==> config.mk <==
export PLATFORM = sky130hd
export DESIGN_NAME = prbs7_lfsr
export DESIGN_NICKNAME = d
export VERILOG_FILES = /design/src/rtl/prbs_pkg.sv /design/src/rtl/prbs7_lfsr.sv
export SDC_FILE = /design/constraint.sdc
export NUM_CORES = 1
export LEC_CHECK = 0
export CORE_AREA = 5 5 42 44
export DETAILED_ROUTE_END_ITERATION = 6
export DIE_AREA = 0 0 47 49
export PLACE_DENSITY_LB_ADDON = 0.08
export SLEW_MARGIN = 20
export SYNTH_ARGS = -nofsm -noshare
export SYNTH_HDL_FRONTEND = slang
export SYNTH_SLANG_ARGS = --single-unit
==> constraint.sdc <==
create_clock -name clk -period 1 [get_ports clk]
set_input_delay 0.2 -clock clk [delete_from_list [all_inputs] [get_ports clk]]
set_output_delay 0.2 -clock clk [all_outputs]
set_load 0.005 [all_outputs]
==> src/rtl/prbs_pkg.sv <==
// Shared definitions for the PRBS-7 (x^7 + x^6 + 1, XNOR feedback) generator and checker.
package prbs_pkg;

    localparam int PRBS7_W = 7;
    localparam int TAP_A   = 6;
    localparam int TAP_B   = 5;
    localparam int WIN_LEN = 32;

    // All-ones maps to itself under XNOR feedback, so it can never be a valid PRBS state.
    localparam logic [PRBS7_W-1:0] LOCKUP = 7'h7F;

    typedef enum logic {
        HUNT   = 1'b0,
        LOCKED = 1'b1
    } state_t;

    function automatic logic prbs_next(input logic [PRBS7_W-1:0] s);
        return s[TAP_A] ~^ s[TAP_B];
    endfunction

endpackage

==> src/rtl/prbs7_lfsr.sv <==
// PRBS-7 state register with XNOR feedback; shifts in either the line bit or its own prediction.
module prbs7_lfsr
    import prbs_pkg::*;
(
    input  logic               clk,
    input  logic               rst_n,
    input  logic               load_en,
    input  logic               load_bit,
    input  logic               use_load,
    input  logic               advance,
    output logic               pred_bit,
    output logic [PRBS7_W-1:0] state
);

    logic shift_bit;

    assign pred_bit  = prbs_next(state);
    assign shift_bit = use_load ? load_bit : pred_bit;

    always_ff @(posedge clk or negedge rst_n) begin
        if (!rst_n) begin
            state <= '0;
        end else if (load_en || advance) begin
            state <= {state[PRBS7_W-2:0], shift_bit};
        end
    end

endmodule

==> metrics.yaml, run 1 <==
detailed_routing:
  drc_errors: 0
  drtIter0Drc: 0
  drtPass1Iterations: 1
  ant_nets: 0
  num_vias: 246
  wire_per_inst_um: 11.4
  via_per_inst: 4.03
  finalWirelength_um: 696
floorplanning:
  ios: 14
  core_area_um2: 1400
  initial_core_util: 0.203
  die_y_um: 49
  die_area_um2: 2300
  std_cell_rows: 14
  die_w_um: 47
placement:
  gp_congestion: 0.645
  post-place-ws_ps: -409
  dp.final_hpwl_um: 489
  port-buffer-count: 13
  dpl.cell_count: 54
sta:
  maxSlewViolCount: 0
  skew_ps: 0.798
  min_period_over_period: 1.21
  fin_ws_ps: -208
  tns_ps: -489
  period_needed_ps: 1210
  fmaxAchievable_ghz: 0.828
  rsz0062_at_grt: "yes"
  relSlewSlack: 0.779
  worst_pin_slew_ps: 331
  finalSetupViolations: 3
  hold_violations: 0
yosys:
  synth_warnings: 0
  netlist_instances: 19
  synth_nets: 25
  syn_area_per_cell_um2: 14.9
  synth_area_um2: 284
  synth-seq-area-share: 0.617
  synth.distinct_cells: 7
  ys_ff_latch: 7
pwr:
  power_density_nw_per_um2: 3050
  p_leak_nw: 0.241
  irDropWorstVdd_uv: 943
clock_tree:
  clk-insertion-delay-late_ps: 250
  clkTransAtPathRegs_ps: 50
  cts_root_buffer: "clkbuf_4"
  clock-sinks: 7
  cts_made_buffers: 3
  htree_levels: 1
  cts_tree: "done"
  clockBufferDepth: 2
global_route:
  track_usage: 0.0723
  grt-ovfl-total: 0
  grt_pass1_vias: 283
  grt_pass1_wl_um: 1160
  grt_antenna_before_repair: 0
  grt_start_max_net_pins: 8
cells_and_area:
  drive_gt1_frac: 0.667
  insertedDiodeCount: 0
  syn_to_final_growth_pct: 80.2
  top_register: "state"
  largest_reg_flops: 7
  fillers: 150
  finalNetCount: 52
  final_cell_mix: "7 x buf_2, 7 x buf_4, 7 x dfrtp_1, 6 x mux2_2"
  reg_top3: "state (7)"
  finalNonFillerCells: 61
setup_path:
  endpoint_kind: "output pin"
  cp.required_ps: 800
  reg2reg_to: "state[0]"
  cp_data_arrival_time_ps: 1010
  reg2reg_slack_ps: 10
  path_class: "flip-flop to output pin"
  crit_path_start_kind: "flip-flop"
  worstPathMaxFanout: 2
  rr_startpoint: "state[5]"
  r2r_cells: 5
worst_hold_path:
  hold_class: "primary input to async pin"
outcome:
  violations: "negative setup slack"
  outcome: "finished, violations left"
flow_run:
  drv_cap: 0
[critical path, stage by stage (launching register included)]
cell,delay (ps)
dfrtp_1,380
buf_6,120
xnor2_2,120
buf_2,130
[cell usage after synthesis]
| master | n | area share |
|---|---|---|
| mux2_2 | 6 | 0.24 |
| nor3_1 | 1 | 0.018 |
| nand2b_1 | 1 | 0.022 |
| a21oi_1 | 2 | 0.035 |
| xnor2_1 | 1 | 0.031 |
| nor2_4 | 1 | 0.040 |
| dfrtp_1 | 7 | 0.62 |
[how the worst max path moves through the flow]
stage / from / end / slack [ps] / depth (start not counted)
after floorplan: state[5] / state[0] / 120 / 3
after global placement: advance / state[1] / -380 / 3
after detailed placement: advance / state[3] / -410 / 3
after CTS: state[5] / pred_bit / -220 / 3
after global routing: state[5] / pred_bit / -250 / 3
final: state[5] / pred_bit / -210 / 3
[routing by layer]
| metal | GRT usage | up-vias | part of all wire |
|---|---|---|---|
| met1 | 0.0831 | 116 | 0.40 |
| met3 | 0.0295 | 2 | 0.12 |
| met4 | 0.0691 | 0 | 0.0086 |
| li1 | - | 119 | - |
| met2 | 0.0950 | 9 | 0.48 |
| met5 | 0 | - | 0 |
[cell families (layout without fill, tap and decap cells)]
family                    after synthesis  in the layout  synth area share
xor gates and xnor gates                1              1            0.0308
AOI/OAI and AO/OA                       2              2            0.0352
buffers and inverters                   0             26                 0
muxes                                   6              6             0.238
and+or+nand+nor                         3              3            0.0793
DFF                                     7              7             0.617
[timing repair]
item / 4_1_cts / 5_1_grt
endpoints found under the setup margin: 14 / 7
hold buffers: 0 / 0
setup buffers: 6 / 1
gates resized for setup: 36 / 3
pin swaps: 3 / 1
[through the flow]
stage          hold slack, ps  cell area, um^2  power [mW]   util
2_1_floorplan           -95.6              284       0.703      -
3_3_place_gp              480              479        1.30  0.342
6_report                  217              512        1.56  0.365
3_5_place_dp              486              479        1.30  0.342
5_1_grt                   230              512        1.70  0.365
4_1_cts                   214              517        1.65  0.369
[power breakdown]
group	switching [mW]	internal, mW
registers	0.0840	0.415
logic	0.268	0.542
clock network	0.100	0.152
[layout make-up]
cell class	instances	area, um^2	area share
Multi-Input combinational cell	12	128	0.249
Sequential cell	7	175	0.342
Timing Repair Buffer	22	163	0.318
Clock buffer	4	26.3	0.0513
Tap cell	16	20.0	0.0391
(Power assumes the default switching activity.)
==> run 2: changes to the inputs <==
- ABC_CLOCK_PERIOD_IN_PS: default -> 1000
==> results of run 2 <==
No change in the layout: final DEF, timing and power equal those of run 1.
